$ cat src/rtl/cell4_stim_driver.sv
// -----------------------------------------------------------------------------
// cell4_stim_driver
//   Drives all 16 input vectors into a 4-input, 1-output combinational cell
//   (for example OA22: Q = (IN1|IN2)&(IN3|IN4)). The sweep runs in binary or
//   Gray order. Each vector is allowed to settle before Q is sampled and checked
//   against a truth table. The block also counts mismatches and Q toggles
//   between consecutive samples.
//
// Parameters
//   TRUTH   expected Q per vector, bit index = {IN4,IN3,IN2,IN1}
//   SETTLE  wait cycles between applying a vector and sampling Q (0 allowed)
//   PASSES  full 16-vector sweeps per run (>= 1)
//   CNT_W   width of ERR_CNT / TOG_CNT
//
// Ports
//   CLK         clock, all state on rising edge
//   RST         synchronous reset, active-high
//   START       begin a run (only honoured in IDLE)
//   MODE        0 = binary order, 1 = Gray order (latched at START)
//   IN1..IN4    registered vector driven to the cell under test
//   Q           cell output, sampled in SAMPLE
//   BUSY        high from first APPLY through last SAMPLE
//   DONE        one-cycle pulse at run end
//   PASS        ERR_CNT == 0, valid from DONE until next START
//   ERR_CNT     saturating mismatch count
//   TOG_CNT     saturating count of Q changes between consecutive samples
//   FIRST_FAIL  vector {IN4..IN1} of the first mismatch, 0 if none
// -----------------------------------------------------------------------------
module cell4_stim_driver #(
  parameter logic [15:0] TRUTH  = 16'hEEE0,
  parameter int unsigned SETTLE = 2,
  parameter int unsigned PASSES = 1,
  parameter int unsigned CNT_W  = 8
) (
  input  logic             CLK,
  input  logic             RST,
  input  logic             START,
  input  logic             MODE,
  output logic             IN1,
  output logic             IN2,
  output logic             IN3,
  output logic             IN4,
  input  logic             Q,
  output logic             BUSY,
  output logic             DONE,
  output logic             PASS,
  output logic [CNT_W-1:0] ERR_CNT,
  output logic [CNT_W-1:0] TOG_CNT,
  output logic [3:0]       FIRST_FAIL
);

  localparam int unsigned SW = (SETTLE > 1) ? $clog2(SETTLE) : 1;
  localparam int unsigned PW = (PASSES > 1) ? $clog2(PASSES) : 1;
  localparam logic [SW-1:0]    SETTLE_LAST = (SETTLE > 0) ? SW'(SETTLE - 1) : '0;
  localparam logic [PW-1:0]    PASS_LAST   = PW'(PASSES - 1);
  localparam logic [CNT_W-1:0] CNT_MAX     = '1;

  typedef enum logic [2:0] {
    S_IDLE,
    S_APPLY,
    S_WAIT,
    S_SAMPLE,
    S_FIN
  } state_e;

  state_e            state_q,      state_d;
  logic [3:0]        idx_q,        idx_d;
  logic [PW-1:0]     pass_q,       pass_d;
  logic [SW-1:0]     settle_q,     settle_d;
  logic              mode_q,       mode_d;
  logic [3:0]        vec_q,        vec_d;
  logic              q_prev_q,     q_prev_d;
  logic              have_prev_q,  have_prev_d;
  logic              fail_seen_q,  fail_seen_d;
  logic [CNT_W-1:0]  err_q,        err_d;
  logic [CNT_W-1:0]  tog_q,        tog_d;
  logic              ok_q,         ok_d;
  logic [3:0]        first_fail_q, first_fail_d;

  logic [3:0] vec_next;
  logic       mismatch;
  logic       toggled;

  // Step index to vector: plain binary, or reflected Gray code.
  assign vec_next = mode_q ? (idx_q ^ (idx_q >> 1)) : idx_q;

  always_comb begin
    // NOTE: every signal written here gets a default first, so no path
    // through the case can leave one unassigned and infer a latch.
    state_d      = state_q;
    idx_d        = idx_q;
    pass_d       = pass_q;
    settle_d     = settle_q;
    mode_d       = mode_q;
    vec_d        = vec_q;
    q_prev_d     = q_prev_q;
    have_prev_d  = have_prev_q;
    fail_seen_d  = fail_seen_q;
    err_d        = err_q;
    tog_d        = tog_q;
    ok_d         = ok_q;
    first_fail_d = first_fail_q;
    // An X/Z on Q must count as a mismatch, hence the case inequality.
    mismatch     = (Q !== TRUTH[vec_q]);
    toggled      = have_prev_q && (Q != q_prev_q);

    unique case (state_q)
      S_IDLE: begin
        if (START) begin
          err_d        = '0;
          tog_d        = '0;
          ok_d         = 1'b0;
          first_fail_d = '0;
          have_prev_d  = 1'b0;
          fail_seen_d  = 1'b0;
          mode_d       = MODE;
          idx_d        = '0;
          pass_d       = '0;
          state_d      = S_APPLY;
        end
      end

      S_APPLY: begin
        vec_d    = vec_next;
        settle_d = '0;
        state_d  = (SETTLE > 0) ? S_WAIT : S_SAMPLE;
      end

      S_WAIT: begin
        if (settle_q == SETTLE_LAST) state_d  = S_SAMPLE;
        else                         settle_d = settle_q + SW'(1);
      end

      S_SAMPLE: begin
        if (mismatch) begin
          if (err_q != CNT_MAX) err_d = err_q + CNT_W'(1);
          if (!fail_seen_q) begin
            first_fail_d = vec_q;
            fail_seen_d  = 1'b1;
          end
        end
        if (toggled && (tog_q != CNT_MAX)) tog_d = tog_q + CNT_W'(1);
        // have_prev stays set across pass boundaries, so the 15->0 wrap
        // contributes a toggle when Q differs.
        q_prev_d    = Q;
        have_prev_d = 1'b1;

        if ((idx_q == 4'hF) && (pass_q == PASS_LAST)) begin
          // PASS uses the post-sample count so it is valid during FIN.
          ok_d    = (err_d == '0);
          state_d = S_FIN;
        end else begin
          idx_d   = idx_q + 4'd1;
          if (idx_q == 4'hF) pass_d = pass_q + PW'(1);
          state_d = S_APPLY;
        end
      end

      S_FIN:   state_d = S_IDLE;
      default: state_d = S_IDLE;
    endcase
  end

  always_ff @(posedge CLK) begin
    // NOTE: state registers use non-blocking assignments so every flop
    // samples the pre-edge value of the others, independent of order.
    if (RST) begin
      state_q      <= S_IDLE;
      idx_q        <= '0;
      pass_q       <= '0;
      settle_q     <= '0;
      mode_q       <= 1'b0;
      vec_q        <= '0;
      q_prev_q     <= 1'b0;
      have_prev_q  <= 1'b0;
      fail_seen_q  <= 1'b0;
      err_q        <= '0;
      tog_q        <= '0;
      ok_q         <= 1'b0;
      first_fail_q <= '0;
    end else begin
      state_q      <= state_d;
      idx_q        <= idx_d;
      pass_q       <= pass_d;
      settle_q     <= settle_d;
      mode_q       <= mode_d;
      vec_q        <= vec_d;
      q_prev_q     <= q_prev_d;
      have_prev_q  <= have_prev_d;
      fail_seen_q  <= fail_seen_d;
      err_q        <= err_d;
      tog_q        <= tog_d;
      ok_q         <= ok_d;
      first_fail_q <= first_fail_d;
    end
  end

  assign {IN4, IN3, IN2, IN1} = vec_q;
  assign BUSY       = (state_q == S_APPLY) || (state_q == S_WAIT) || (state_q == S_SAMPLE);
  assign DONE       = (state_q == S_FIN);
  assign PASS       = ok_q;
  assign ERR_CNT    = err_q;
  assign TOG_CNT    = tog_q;
  assign FIRST_FAIL = first_fail_q;

endmodule
$ cat config.mk
export PLATFORM = sky130hd
export DESIGN_NAME = cell4_stim_driver
export DESIGN_NICKNAME = d
export VERILOG_FILES = /design/src/rtl/cell4_stim_driver.sv
export SDC_FILE = /design/constraint.sdc
export NUM_CORES = 1
export LEC_CHECK = 0
export CELL_PAD_IN_SITES_DETAIL_PLACEMENT = 1
export CELL_PAD_IN_SITES_GLOBAL_PLACEMENT = 1
export CORE_ASPECT_RATIO = 1.5
export CORE_MARGIN = 5
export CORE_UTILIZATION = 39
export CTS_CLUSTER_SIZE = 10
export DETAILED_ROUTE_END_ITERATION = 12
export PLACE_DENSITY_LB_ADDON = 0.1
export SLEW_MARGIN = 20
export SYNTH_ARGS = -nofsm -noshare
export SYNTH_HDL_FRONTEND = slang
export SYNTH_SLANG_ARGS = --single-unit
$ cat constraint.sdc
create_clock -name CLK -period 2.5 [get_ports CLK]
set_input_delay 0.75 -clock CLK [delete_from_list [all_inputs] [get_ports CLK]]
set_output_delay 0.75 -clock CLK [all_outputs]
set_load 0.01 [all_outputs]
==> flow_metrics.env <==
export IMPL_outcome="finished clean"
export IMPL_synthFlopType="dfxtp_1"
export IMPL_synthCells=228
export IMPL_post_route_min_period_ps=2330
export IMPL_wl_mm=5.00
export IMPL_drt_iter0_markers=75
export IMPL_io_pins=32
export IMPL_switching_share_pct=24.1
export IMPL_vias=1804
export IMPL_p_sw_uw=329
export IMPL_p_int_mw=1.03
export IMPL_die_area_um2=6500
export IMPL_crit_fanout=6
export IMPL_cts_clk_slew_worst_paths_ps=80
export IMPL_slowest_stage="clkdlybuf4s50_1"
export IMPL_yosysWarnings=0
export IMPL_syn_nets=238
export IMPL_via_per_inst=5.34
export IMPL_min_period_over_period_pct=93.3
export IMPL_regArea_um2=781
export IMPL_hold_path_class="flip-flop to flip-flop"
export IMPL_cp_start_kind="input port"
export IMPL_p_clk_share_pct=40.6
export IMPL_power_frac_seq_pct=48.2
export IMPL_p_leak_nw=0.889
export IMPL_post_cts_buffers=0
export IMPL_coreArea_um2=4810
export IMPL_dp_hpwl_mm=3.70
export IMPL_p_per_area_nw_per_um2=541
export IMPL_ctsHoldBuffers=0
export IMPL_fill_cells=610
export IMPL_drive_gt1_share_pct=12.9
export IMPL_timing_hold_ws_ps=469
export IMPL_irDropWorstVdd_mv=0.447
export IMPL_dieHeight_um=96.3
export IMPL_cts_root_buffer="clkbuf_8"
export IMPL_drt_pass1_iter_count=4
export IMPL_cts_inserted_buffers=5
export IMPL_synth_cell_type_count=51
export IMPL_clk_latency_ps=290
export IMPL_rsz0062_at_grt="false"
export IMPL_grt_max_degree=20
export IMPL_placement_io_buffers=31
export IMPL_tightest_slew_ps=492
export IMPL_pwr_share_comb_pct=11.3
export IMPL_clock_sinks=39
export IMPL_multi_input_comb_area_um2=1090
export IMPL_finClkSkew_ps=10.3
export IMPL_overflow=0
export IMPL_worstSetupPathType="input port to flip-flop"
export IMPL_cp_buffers_inverters=1
export IMPL_cts_resized=0
export IMPL_finalSetupViolCount=0
export IMPL_arrival_ps=2570
export IMPL_cts_buffer_depth=2
export IMPL_worstPathCellList="clkdlybuf4s50_1 -> xor2_2 -> nand2_2 -> or4_4 -> a21oi_2 -> o21ba_1"
export IMPL_yosysSeqAreaShare_pct=40.4
export IMPL_route_detailed_drc=0
export IMPL_crit_required_ps=2740
export IMPL_max_stage_delay_ps=580
export IMPL_grt_util_all_layers_pct=17.0
export IMPL_n_antenna_cell=0
export IMPL_finalHoldViolCount=0
export IMPL_grt_pass1_wl_mm=8.45
export IMPL_syn_area_um2=1930
export IMPL_routabilityCongestion=0.751
export IMPL_max_freq_ghz=0.429
export IMPL_rows=31
export IMPL_endpoint_kind="flip-flop"
export IMPL_max_cap_violations=0
export IMPL_final_cells=338
export IMPL_ys_ff_latch=39
export IMPL_async_flop_share_pct=0
export IMPL_syn_area_per_cell_um2=8.48
export IMPL_slew_viol_final=0
export IMPL_p_total_mw=1.36
export IMPL_synth_edf_count=0
export IMPL_cp_top_family="simple AND/OR/NAND/NOR gates"
export IMPL_reg2reg_slack_ps=690
export IMPL_fp_dieW_um=67.5
export IMPL_slew_headroom_pct=67.0
export IMPL_antenna_found_initial=0
export IMPL_cts_tree="done"
export IMPL_ant_nets=0
export IMPL_start_util_pct=40.2
export IMPL_htreeDepth=2
export IMPL_dp_cells=330
export IMPL_grt_pass1_vias=1774
export IMPL_nNetsFinal=281
export IMPL_syn2layout_area_growth_pct=30.2
export IMPL_utilization_pct=52.4
export IMPL_wl_per_cell_um=14.8
## area by class of cell
| type | count | share of cell area, % |
|---|---|---|
| Clock buffer | 6 | 3.28 |
| Clock inverter | 2 | 1.39 |
| Inverter | 3 | 0.447 |
| Multi-Input combinational cell | 174 | 43.2 |
| Sequential cell | 39 | 31.0 |
| Tap cell | 66 | 3.28 |
| Timing Repair Buffer | 48 | 17.4 |
## placed cells by master, fill, tap and decap left out, types with 4 or more instances in the layout
cell type / netlist / routed
dfxtp_1: 39 / 39
clkdlybuf4s50_1: 0 / 31
nor2_1: 29 / 29
nand2_1: 20 / 20
a21oi_1: 17 / 17
buf_4: 0 / 17
nand3_1: 12 / 12
nor3_1: 10 / 10
o21ai_0: 9 / 9
xnor2_1: 7 / 7
mux2i_1: 6 / 6
clkbuf_8: 0 / 6
ha_1: 5 / 5
a211oi_1: 4 / 4
nand3b_1: 4 / 4
## synth_stat cells, types with 3 or more instances
library cell	number	share of area [%]
a211oi_1	4	1.6
a21oi_1	17	4.4
and3_1	3	0.97
buf_2	7	1.8
clkbuf_1	5	0.97
dfxtp_1	39	40
ha_1	5	3.2
inv_1	3	0.58
mux2i_1	6	3.1
nand2_1	20	3.9
nand3_1	12	3.1
nand3b_1	4	1.6
nand4_1	3	0.97
nor2_1	29	5.6
nor3_1	10	2.6
nor4b_1	3	1.4
o21ai_0	9	2.3
or3_1	3	0.97
xnor2_1	7	3.2
xor2_1	3	1.4
## per-layer routing
metal	track usage (%)	part of all wire, %
met4	6.43	2.2
met1	21.3	45
met5	0	0
met2	28.5	50
met3	3.04	2.7
## registers in the layout, indices dropped and copies added (netlist names), named ones only
| signal | cells |
|---|---|
| ERR_CNT | 8 |
| FIRST_FAIL | 4 |
| PASS | 1 |
| TOG_CNT | 8 |
| fail_seen_q | 1 |
| have_prev_q | 1 |
| idx_q | 4 |
| mode_q | 1 |
| pass_q | 1 |
| q_prev_q | 1 |
| settle_q | 1 |
| state_q | 3 |
| vec_q | 4 |
## power by group through the flow
stage / registers [mW] / clock network [mW] / logic, mW
4_1_cts: 0.656 / 0.568 / 0.156
6_report: 0.657 / 0.553 / 0.154
3_5_place_dp: 0.671 / 0 / 0.154
5_1_grt: 0.660 / 0.596 / 0.170
3_3_place_gp: 0.671 / 0 / 0.153
2_1_floorplan: 0.662 / 0 / 0.0880
## worst min-delay path, delay by kind of cell, from the launching register on
kind | cells | cell delay, ps
AOI/OAI and AO/OA | 1 | 60
DFF | 1 | 310
and+or+nand+nor | 1 | 60
## through the flow
stage | instance area, um^2 | worst slack, ps | setup TNS [ps]
2_1_floorplan | 1930 | 509 | 0
3_3_place_gp | 2400 | -56.3 | -153
3_5_place_dp | 2400 | -91.5 | -279
4_1_cts | 2520 | 174 | 0
5_1_grt | 2520 | 66.4 | 0
6_report | 2520 | 166 | 0
## path summary, 6_finish.rpt
check	cells after the start	start	end
hold reg to reg	2	FIRST_FAIL[3]$_SDFFE_PP0P_	FIRST_FAIL[3]$_SDFFE_PP0P_
hold / removal	2	FIRST_FAIL[3]$_SDFFE_PP0P_	FIRST_FAIL[3]$_SDFFE_PP0P_
setup reg to reg	6	ERR_CNT[0]$_SDFFE_PP0P_	ERR_CNT[4]$_SDFFE_PP0P_
setup / recovery	6	Q	ERR_CNT[4]$_SDFFE_PP0P_
## kinds of logic (layout without fill, tap and decap cells)
kind of cell	Yosys count	count (layout)	synth area share, %
DFF	39	39	40.4
adders and majority gates	5	5	3.23
muxes	7	7	3.69
and+or+nand+nor	103	103	27.7
buffers and inverters	15	59	3.36
xor gates and xnor gates	11	11	5.37
AOI/OAI and AO/OA	48	48	16.3
Power figures use the tool's default switching activity.
==> RTL edit: new RTL, config.mk and constraints unchanged <==
Reset style: asynchronous (`RST`), changed in one clocked block. Comments in the files are not updated.
--- a/src/rtl/cell4_stim_driver.sv
+++ b/src/rtl/cell4_stim_driver.sv
@@ -162,5 +162,5 @@
   end
 
-  always_ff @(posedge CLK) begin
+  always_ff @(posedge CLK or posedge RST) begin
     // NOTE: state registers use non-blocking assignments so every flop
     // samples the pre-edge value of the others, independent of order.
Formal check against the unedited RTL: differs if RST is asserted again (counterexample within 4 cycles, from zero or initial values and one cycle with RST high); with RST held inactive, the same outputs for 10 cycles.
==> RTL edit against the unedited design <==
Area after synthesis rose by 7.8%; wire length rose by 3.1%; final area rose by 2.9%; worst setup slack got worse by 0.086 ns; sequential share of layout area rose by 5.7 points; hold slack improved by 0.036 ns; register-to-register slack got worse by 0.06 ns; sequential cell count fell by 1; critical path type is now reg -> out.
Power is not compared: it rests on default switching activity, and its combinational part moved more than twofold at a synthesized area within 25%.
==> RTL edit: results (changes against the unedited design) <==
| Metric | Value |
|---|---|
| Source of the worst hold timing path | pass_q (was FIRST_FAIL[3]) |
| Number of instances in the placed design | 316 (was 330) |
| Design area | 2592 um2 (was 2519 um2) |
| CP max FO | 9 (was 6) |
| Largest net degree at the start of global routing | 39 (was 20) |
| Average vias per placed instance | 5.358 (was 5.337) |
| Avg Cell Area, Syn | 9.518 um2 (was 8.484 um2) |
| Avg WL per Cell | 15.91 um (was 14.79 um) |
| Mux share of post-synthesis cell area | 5.402% (was 3.687%) |
| Worst slew pin tran | 0.6145 ns (was 0.4923 ns) |
| Routed WL | 5154 um (was 4999 um) |
| Iter 0 DRT Violations | 43 (was 75) |
| Hold WS | 0.5047 ns (was 0.4685 ns) |
| Top_reg_cell synth | dfrtp_1 (was dfxtp_1) |
| Vias in the first global route | 1811 (was 1774) |
| Global routing usage on met2 | 28.31% (was 28.51%) |
| Crit Reg-Reg Endpoint | PASS (was ERR_CNT[4]) |
| Cell family with most CP delay | buffers and inverters (was simple AND/OR/NAND/NOR gates) |
| Syn Nets | 229 (was 238) |
| Synth cell types | 46 (was 51) |
| DP Wirelength | 3809 um (was 3703 um) |
| Synth top area cells | dfrtp_1, mux2i_1, nand2_1 (was dfxtp_1, nor2_1, a21oi_1) |
| Outcome | finished, final reports clean (unchanged) |
| Sequential area share after synthesis | 45.62% (was 40.36%) |
| Met1 GRT Util | 18.97% (was 21.28%) |
| Total GRT Usage | 15.91% (was 17.01%) |
| Post-Synth Adder-Cell Area | 3.001% (was 3.234%) |
| Xor-xnor portion of the synthesized cell area | 4.622% (was 5.369%) |
| Worst Hold Path EP | pass_q (was FIRST_FAIL[3]) |
| Dpl cell area | 2482 um2 (was 2401 um2) |
| Reg-to-reg startpoint | ERR_CNT[0] (unchanged) |
| Most frequent cells after synthesis | dfrtp_1, nand2_1, nor2_1, o21ai_0, nand3_1 (was dfxtp_1, nor2_1, nand2_1, a21oi_1, nand3_1) |
| Placer Congestion | 0.8493 (was 0.7513) |
| Clock skew | 0.006142 ns (was 0.01028 ns) |
| Post-synthesis async set-or-reset flop share | 100.0% (was 0%) |
| Met3 usage | 2.326% (was 3.037%) |
| First-pass GRT wire length | 8866 um (was 8452 um) |
| Post-synthesis compound-gate area fraction | 13.63% (was 16.30%) |
| Critical path arrival | 1.67 ns (was 2.57 ns) |
-- RTL edit: cell count changes in the layout (fill, tap and decap cells not counted), moves of 8 or more --
cell	before	now
dfrtp_1	0	37
a21oi_1	17	8
dfxtp_1	39	0
inv_1	3	11
buf_4	17	9
-- RTL edit: cell type report --
| class | count | area (um2) |
|---|---|---|
| Clock inverter | 3 | 40.04 |
| Timing Repair Buffer | 40 | 377.9 |
| Tap cell | 68 | 85.08 |
| Inverter | 11 | 41.29 |
| Sequential cell | 38 | 952.2 |
| Multi-Input combinational cell | 159 | 1027 |
| Fill cell | 600 | 2572 |
| Clock buffer | 5 | 68.82 |
-- RTL edit: kinds of logic (layout without fill, tap and decap cells) --
family	Yosys count	after routing
fa+ha+maj	5	5
flops	38	38
simple gates	89	89
xor+xnor	11	11
mux	11	11
compound gates	43	43
buf+inv	22	59
-- RTL edit: worst max-delay path by stage --
| stage | to | startpoint | slack (ns) | cells past startpoint |
|---|---|---|---|---|
| floorplan | BUSY | state_q[1] | 0.56 | 4 |
| global placement | PASS | Q | 0.03 | 6 |
| detailed placement | PASS | Q | 0.05 | 6 |
| CTS | BUSY | state_q[1] | 0.03 | 3 |
| global route | BUSY | state_q[0] | 0.007 | 3 |
| finish | BUSY | state_q[0] | 0.08 | 3 |
-- RTL edit: power breakdown --
| group | total, W | switching [W] | leakage (nW) | internal [W] |
|---|---|---|---|---|
| Sequential | 0.000995 | 0.000212 | 0.497 | 0.000782 |
| Clock | 0.000520 | 0.000227 | 0.0579 | 0.000294 |
| Combinational | 0.00115 | 0.000608 | 0.524 | 0.000545 |
-- RTL edit: worst reg2reg max path, cell delays in order, from the launching register on --
cell	delay, ns
dfrtp_1	0.53
ha_1	0.27
nand3_1	0.10
or2_4	0.27
a2111oi_2	0.35
a21oi_1	0.10
o31ai_2	0.18
-- RTL edit: stage by stage --
stage                     power, W  utilization, %
after floorplan           0.001693               -
after global routing      0.002888           50.19
after global placement    0.002144           48.06
final                     0.002668           50.19
after CTS                 0.002712           50.17
after detailed placement  0.002171           48.06
-- RTL edit: per-layer routing --
layer  vias up  share of wire, %
met3         9               2.3
met4         0               2.4
li1        843                 -
met2        27                51
met1       857                44
met5         -                 0
-- RTL edit: timing repair --
item	4_1_cts	5_1_grt
hold endpoints to repair	0	0
endpoints found under the setup margin	0	1
resized for setup	0	1
hold buffers	0	0
